==> src/rtl/stage_instruction_decode.sv <==
// RV32I decode stage: IF/ID pipeline register, field/immediate decode and 32x32 register file.
// Optional write-back forwarding into captured/held operands is enabled by defining ID_WB_BYPASS_EN.
module stage_instruction_decode #(
    parameter int unsigned XLEN  = 32,
    parameter int unsigned NREGS = 32
) (
    input  logic            i_Clock,
    input  logic            i_Reset,
    input  logic            i_Valid,
    input  logic [XLEN-1:0] i_PC,
    input  logic [XLEN-1:0] i_NextPC,
    input  logic [XLEN-1:0] i_InstructionWord,
    input  logic            i_InstructionAddressMisaligned,
    output logic            o_Ready,
    input  logic            i_Stall,
    input  logic            i_Flush,
    input  logic            i_WB_WriteEnable,
    input  logic [4:0]      i_WB_Rd,
    input  logic [XLEN-1:0] i_WB_Data,
    output logic            o_Valid,
    output logic [XLEN-1:0] o_PC,
    output logic [XLEN-1:0] o_NextPC,
    output logic [6:0]      o_Opcode,
    output logic [2:0]      o_Funct3,
    output logic [6:0]      o_Funct7,
    output logic [4:0]      o_Rs1,
    output logic [4:0]      o_Rs2,
    output logic [4:0]      o_Rd,
    output logic [XLEN-1:0] o_Rs1Data,
    output logic [XLEN-1:0] o_Rs2Data,
    output logic [XLEN-1:0] o_Immediate,
    output logic            o_IllegalInstruction,
    output logic            o_InstructionAddressMisaligned
);

    logic [XLEN-1:0] regs [NREGS];
    logic [XLEN-1:0] instr;
    logic [6:0]      opcode;
    logic [4:0]      rs1;
    logic [4:0]      rs2;
    logic [XLEN-1:0] rs1_val;
    logic [XLEN-1:0] rs2_val;
    logic [XLEN-1:0] imm;
    logic            illegal;

    assign instr   = i_InstructionWord;
    assign opcode  = instr[6:0];
    assign rs1     = instr[19:15];
    assign rs2     = instr[24:20];
    assign o_Ready = !i_Stall;

    // Register file is deliberately not reset; x0 is never written.
    always_ff @(posedge i_Clock) begin
        if (i_WB_WriteEnable && i_WB_Rd != '0)
            regs[i_WB_Rd] <= i_WB_Data;
    end

    always_comb begin
        rs1_val = (rs1 == '0) ? '0 : regs[rs1];
        rs2_val = (rs2 == '0) ? '0 : regs[rs2];
`ifdef ID_WB_BYPASS_EN
        if (i_WB_WriteEnable && i_WB_Rd != '0 && i_WB_Rd == rs1)
            rs1_val = i_WB_Data;
        if (i_WB_WriteEnable && i_WB_Rd != '0 && i_WB_Rd == rs2)
            rs2_val = i_WB_Data;
`endif
    end

    always_comb begin
        imm = '0;
        case (opcode)
            7'h03, 7'h13, 7'h67, 7'h73:
                imm = {{(XLEN-12){instr[31]}}, instr[31:20]};
            7'h23:
                imm = {{(XLEN-12){instr[31]}}, instr[31:25], instr[11:7]};
            7'h63:
                imm = {{(XLEN-13){instr[31]}}, instr[31], instr[7], instr[30:25], instr[11:8], 1'b0};
            7'h37, 7'h17:
                imm = {instr[31:12], 12'b0};
            7'h6F:
                imm = {{(XLEN-21){instr[31]}}, instr[31], instr[19:12], instr[20], instr[30:21], 1'b0};
            default:
                imm = '0;
        endcase
    end

    always_comb begin
        illegal = 1'b1;
        case (opcode)
            7'h03, 7'h0F, 7'h13, 7'h17, 7'h23, 7'h33, 7'h37, 7'h63, 7'h67, 7'h6F, 7'h73:
                illegal = 1'b0;
            default:
                illegal = 1'b1;
        endcase
        if (instr[1:0] != 2'b11)
            illegal = 1'b1;
    end

    // Priority: flush, stall (hold), capture, bubble.
    always_ff @(posedge i_Clock or negedge i_Reset) begin
        if (!i_Reset) begin
            o_Valid                        <= 1'b0;
            o_PC                           <= '0;
            o_NextPC                       <= '0;
            o_Opcode                       <= '0;
            o_Funct3                       <= '0;
            o_Funct7                       <= '0;
            o_Rs1                          <= '0;
            o_Rs2                          <= '0;
            o_Rd                           <= '0;
            o_Rs1Data                      <= '0;
            o_Rs2Data                      <= '0;
            o_Immediate                    <= '0;
            o_IllegalInstruction           <= 1'b0;
            o_InstructionAddressMisaligned <= 1'b0;
        end else if (i_Flush) begin
            o_Valid <= 1'b0;
        end else if (i_Stall) begin
`ifdef ID_WB_BYPASS_EN
            if (o_Valid && i_WB_WriteEnable && i_WB_Rd != '0) begin
                if (i_WB_Rd == o_Rs1)
                    o_Rs1Data <= i_WB_Data;
                if (i_WB_Rd == o_Rs2)
                    o_Rs2Data <= i_WB_Data;
            end
`endif
        end else if (i_Valid) begin
            o_Valid                        <= 1'b1;
            o_PC                           <= i_PC;
            o_NextPC                       <= i_NextPC;
            o_Opcode                       <= opcode;
            o_Funct3                       <= instr[14:12];
            o_Funct7                       <= instr[31:25];
            o_Rs1                          <= rs1;
            o_Rs2                          <= rs2;
            o_Rd                           <= instr[11:7];
            o_Rs1Data                      <= rs1_val;
            o_Rs2Data                      <= rs2_val;
            o_Immediate                    <= imm;
            o_IllegalInstruction           <= illegal;
            o_InstructionAddressMisaligned <= i_InstructionAddressMisaligned;
        end else begin
            o_Valid <= 1'b0;
        end
    end

endmodule

==> config.mk <==
export PLATFORM = sky130hd
export DESIGN_NAME = stage_instruction_decode
export DESIGN_NICKNAME = d
export VERILOG_FILES = /design/src/rtl/stage_instruction_decode.sv
export SDC_FILE = /design/constraint.sdc
export NUM_CORES = 2
export LEC_CHECK = 0
export CORE_MARGIN = 3
export CORE_UTILIZATION = 40
export DETAILED_ROUTE_END_ITERATION = 8
export PLACE_DENSITY = 0.59
export RECOVER_POWER = 25
export SYNTH_ARGS = -nofsm -noshare
export SYNTH_HDL_FRONTEND = slang
export SYNTH_SLANG_ARGS = --single-unit
==> constraint.sdc <==
create_clock -name i_Clock -period 2.9 [get_ports i_Clock]
set_input_delay 0.725 -clock i_Clock [delete_from_list [all_inputs] [get_ports i_Clock]]
set_output_delay 0.725 -clock i_Clock [all_outputs]
set_load 0.01 [all_outputs]
# --- Yosys cells after proc, flatten, opt, wreduce, memory -nomap -nowiden ---
# Memory sizes are Yosys's and may differ from the RTL's.
# Index checks and enable logic that the tools add are counted.
totals:
  wordCells: 49
  output_inout_bits: 196
  input_bits: 140
  n_memories: 1
  ff_bits: 195
  ramBits: 1024
op_classes:
  reduce_logical: 9
  mux: 10
  n_eq_ne: 13
  n_bitwise: 2
memory_table:
  columns: ["name", "depth", "word_bits", "rd", "rd_ports_with_merged_regs", "wr", "line_no", "rtl"]
  rows:
  - ["regs", 32, 32, 2, 0, 1, "36", "logic [XLEN-1:0] regs [NREGS];"]
op_table:
  columns: ["operator", "n"]
  rows:
  - ["32-bit one-hot mux with 5 select lines", 1]
  - ["32-bit 2-to-1 mux", 2]
  - ["7-bit equality test, second input constant", 4]
  - ["7-bit by 6-bit equality test with 1-bit output, second input constant", 3]
  - ["7-bit by 5-bit equality test with 1-bit output, second input constant", 2]
  - ["11-bit OR reduction", 1]
  - ["5-bit logical NOT", 2]
  - ["7-bit by 2-bit equality test with 1-bit output, second input constant", 1]
  - ["7-bit by 4-bit equality test with 1-bit output, second input constant", 1]
  - ["1-bit 2-to-1 mux", 7]
  - ["5-bit nonzero test", 1]
  - ["4-bit OR reduction", 1]
  - ["3-bit AND reduction", 1]
  - ["2-bit by 1-bit inequality test with 1-bit output, second input constant", 1]
  - ["2-bit inequality test, second input constant", 1]
  - ["1-bit inverter", 2]
  - ["2-bit OR reduction", 1]
  - ["1-bit logical AND", 1]
  - ["1-bit logical NOT", 1]

# --- Longest topological paths before layout ---
depth:
  ltp_word: 4
  mapped_depth: 11
  depth_no_buf: 5

# --- Least setup slack after synthesis ---
# No wires, ideal clock.
synth_path:
  kind: "input to register"
  start: "input i_WB_Rd[1]"
  end: "memory regs[28][0] (enable)"
  setup_ps: 421
  setup_slack_ps: -67
  path_buffers: 1
  required_time_ps: 2479
  arrival_time_ps: 2546
  cell_stages: 3
  cell_sequence: "or2_2 -> clkbuf_1 -> nor2_1"
synth_between:
  elab_chain_cells: 4
synth_rtl:
  columns: ["item", "line_no", "rtl"]
  rows:
  - ["start: declaration", "18", "input logic [4:0] i_WB_Rd,"]
  - ["5-bit nonzero test", "54", "if (i_WB_WriteEnable && i_WB_Rd != '0)"]
  - ["1-bit logical AND", "54", null]
  - ["1-bit 2-to-1 mux", "54", null]
  - ["1-bit 2-to-1 mux (not written as such)", "55", "regs[i_WB_Rd] <= i_WB_Data;"]
  - ["end: declaration", "36", null]
# Several ways; a longest one is shown, not always the timed one.

# --- Worst setup path after layout ---
layout_path:
  start: "register o_Rs2Data[1]"
  end: "output o_Rs2Data[1]"
layout_rtl:
  columns: ["item", "line_no", "rtl"]
  rows:
  - ["start: declaration", "30", "output logic [XLEN-1:0] o_Rs2Data,"]
  - ["start signal: assignment", "138", "o_Rs2Data <= rs2_val;"]
# No word-level cell between the ends.

==> impl_metrics.tcl <==
set metrics [dict create \
    status "completed" \
    slew_headroom 0.0186 \
    cp_slowest_cell "clkdlybuf4s50_1" \
    arrival_ps 2050 \
    core_area_sq_um 134000 \
    fin_util 0.501 \
    grt_first_pass_wirelength_um 252000 \
    critPathMaxFanout 2 \
    clkLatencyLatePin_ps 770 \
    fin_crit_sh 0.957 \
    drt-wirelength-per-cell_um 32.0 \
    drc 0 \
    slowest_delay_ps 650 \
    path_buf_inv 1 \
    ys_seq_area_frac 0.652 \
    grt_max_degree 63 \
    yosys-top-cells-area "edfxtp_1, mux4_2, dfrtp_1, mux2i_1, nand2_1" \
    setup_ws_ps 124 \
    hold_ws_ps 470 \
    vdd_drop_max_v 0.000478 \
    cts_buffer_depth 3 \
    synth_top_area_frac 0.563 \
    crit_type "reg -> out" \
    worstSetupPathDepth 1 \
    die_x_um 376 \
    synth_edf_count 1024 \
    critPathCaptureType "primary output" \
    antenna_found_initial 8 \
    yosys.area.top_type "edfxtp_1" \
    hold_viol_final 0 \
    grt.total_usage 0.251 \
    yosysWarnings 0 \
    skew_ps 22.6 \
    viasPerCell 6.16 \
    synth.distinct_cells 51 \
    clk_pin_slew_worst_paths_ps 50 \
    cts_tree "built" \
    syn2layout_area_growth_pct 23.5 \
    layout-drive-gt1-share 0.256 \
    max_freq_mhz 360 \
    cts.sinks 1219 \
    io_pins 336 \
    root_buffer "clkbuf_16" \
    critPathLaunchType "flop" \
    final_common_cell "edfxtp_1" \
    syn_area_sq_um 54600 \
    path_cells "clkdlybuf4s50_1" \
    power.density_cell_area_nw_per_um2 631 \
    final_cell_mix "edfxtp_1, mux4_2, nand2_1, clkdlybuf4s50_1, mux2i_1" \
    cp_top_family "buffers and inverters" \
    cts_max_level 4 \
    start_util 0.406 \
    maxSlewViolCount 0 \
    drtIter0Drc 3847 \
    dpl.hpwl_um 116000 \
    rsz0062_at_grt "false" \
    synthArstFlopShare 0.160 \
    die_area_sq_um 141000 \
    routed_wl_um 178000 \
    gp_congestion 0.823 \
    die_h_um 376 \
    required_ps 2170 \
    diodes 0 \
    via_count 34275 \
    worst_r2r_path_depth 5 \
    p_leak_uw 0.0234 \
    gr-total-overflow 0 \
    hold_path_class "reg -> reg" \
    dr.pass1.iters 5 \
    ys.flop_type "edfxtp_1" \
    maxCapViolations 0 \
    postRouteAntennaNets 0 \
    rows 134 \
    tightestPinTransition_ps 1470 \
    port-buffer-count 335 \
    dp_worst_setup_slack_ps -153 \
    ys_ff_latch 1219 \
    nets 3821 \
    setup_viol 0 \
    first_global_vias 34166 \
    cts_buffers 135 \
    syn-instance-count 3128 \
    syn_area_per_cell_sq_um 17.5 \
    period_minus_slack_ps 2780 \
    cts_setup_buffers 0 \
    whs_path_depth 2 \
]
## Yosys cell counts, drive strengths merged (2+ instances only)
master   count
nor3         3
a22oi       58
a221oi       4
mux4       425
nand3       30
dfrtp      195
a211oi      33
o22ai       86
a2111oi     25
edfxtp    1024
a31oi       12
nand2      334
nand3b       2
a22o        45
nand2b       5
nor2        75
o21ai       48
and3         3
nor2b       32
o2bb2ai     62
mux2i      248
nand4        9
a21oi       17
clkbuf     128
a21o        24
o32ai        2
o221ai      31
mux2         2
buf        119
o211ai      32
inv          3
and2         3
## worst reg2reg max path: stages (launching register included)
cell and delay, ps:
edfxtp_1 420, mux4_2 470, mux4_2 530, nor2b_1 130, a2111oi_0 80, a21o_1 220
## flip-flops by register name, summed over array words and instances, names as in the netlist
register and count:
o_Funct3 3, o_Funct7 7, o_IllegalInstruction 1, o_Immediate 32, o_InstructionAddressMisaligned 1, o_NextPC 32
o_Opcode 7, o_PC 32, o_Rd 5, o_Rs1 5, o_Rs1Data 32, o_Rs2 5
o_Rs2Data 32, o_Valid 1, regs 1024
## cell families after synthesis
group / share of synthesized area
flops: 0.652
mux: 0.221
simple gates: 0.0381
compound gates: 0.0649
buf+inv: 0.0233
xor+xnor: 0.000160
other cells: 0.0000687
## layout make-up
type                       count  area (sq um)
fill                       11125         67000
sequential                  1219         35600
multi-input combinational   1690         18100
timing repair buffer         632          6870
clock buffer                 190          3900
tap                         1768          2210
clock inverter                60           669
inverter                       3          11.3
## per-layer routing
metal,global-route usage,up-vias,routed length [um]
met5,0,-,13
met4,0.0765,2,5200
met3,0.0503,289,15300
met2,0.406,1842,84800
met1,0.343,18128,72600
li1,-,14014,-
## through the flow
step / TNS [ps] / power [uW] / instances / area [sq um]
final: 0 / 42500 / 5562 / 67400
after global routing: 0 / 43900 / 5562 / 67400
after floorplan: -15070 / 22600 / 3159 / 54700
after global placement: -108 / 25300 / 5311 / 62900
after CTS: 0 / 42900 / 5562 / 67500
after detailed placement: -153 / 25400 / 5311 / 62900
## worst paths after layout
check / startpoint / to / slack, ps
setup reg to reg: regs[28][24]$_DFFE_PP_ / o_Rs1Data[24]$_DFFE_PN0P_ / 940
max in group asynchronous: i_Reset / o_Rs1Data[24]$_DFFE_PN0P_ / 1000
hold reg to reg: o_PC[16]$_DFFE_PN0P_ / o_PC[16]$_DFFE_PN0P_ / 470
setup / recovery: o_Rs2Data[1]$_DFFE_PN0P_ / o_Rs2Data[1] / 120
min in group asynchronous: i_Reset / o_NextPC[5]$_DFFE_PN0P_ / 850
hold / removal: o_PC[16]$_DFFE_PN0P_ / o_PC[16]$_DFFE_PN0P_ / 470
## power by group
group | switching, uW | total (uW) | internal, uW
logic | 2470 | 4800 | 2330
clock network | 7030 | 17500 | 10500
registers | 530 | 20200 | 19700
## what timing repair did
| item | in CTS | in global routing |
|---|---|---|
| gates resized for setup | 0 | 0 |
| hold endpoints to repair | 46 | 0 |
| hold buffers | 1 | 0 |
Power figures use the tool's default switching activity.
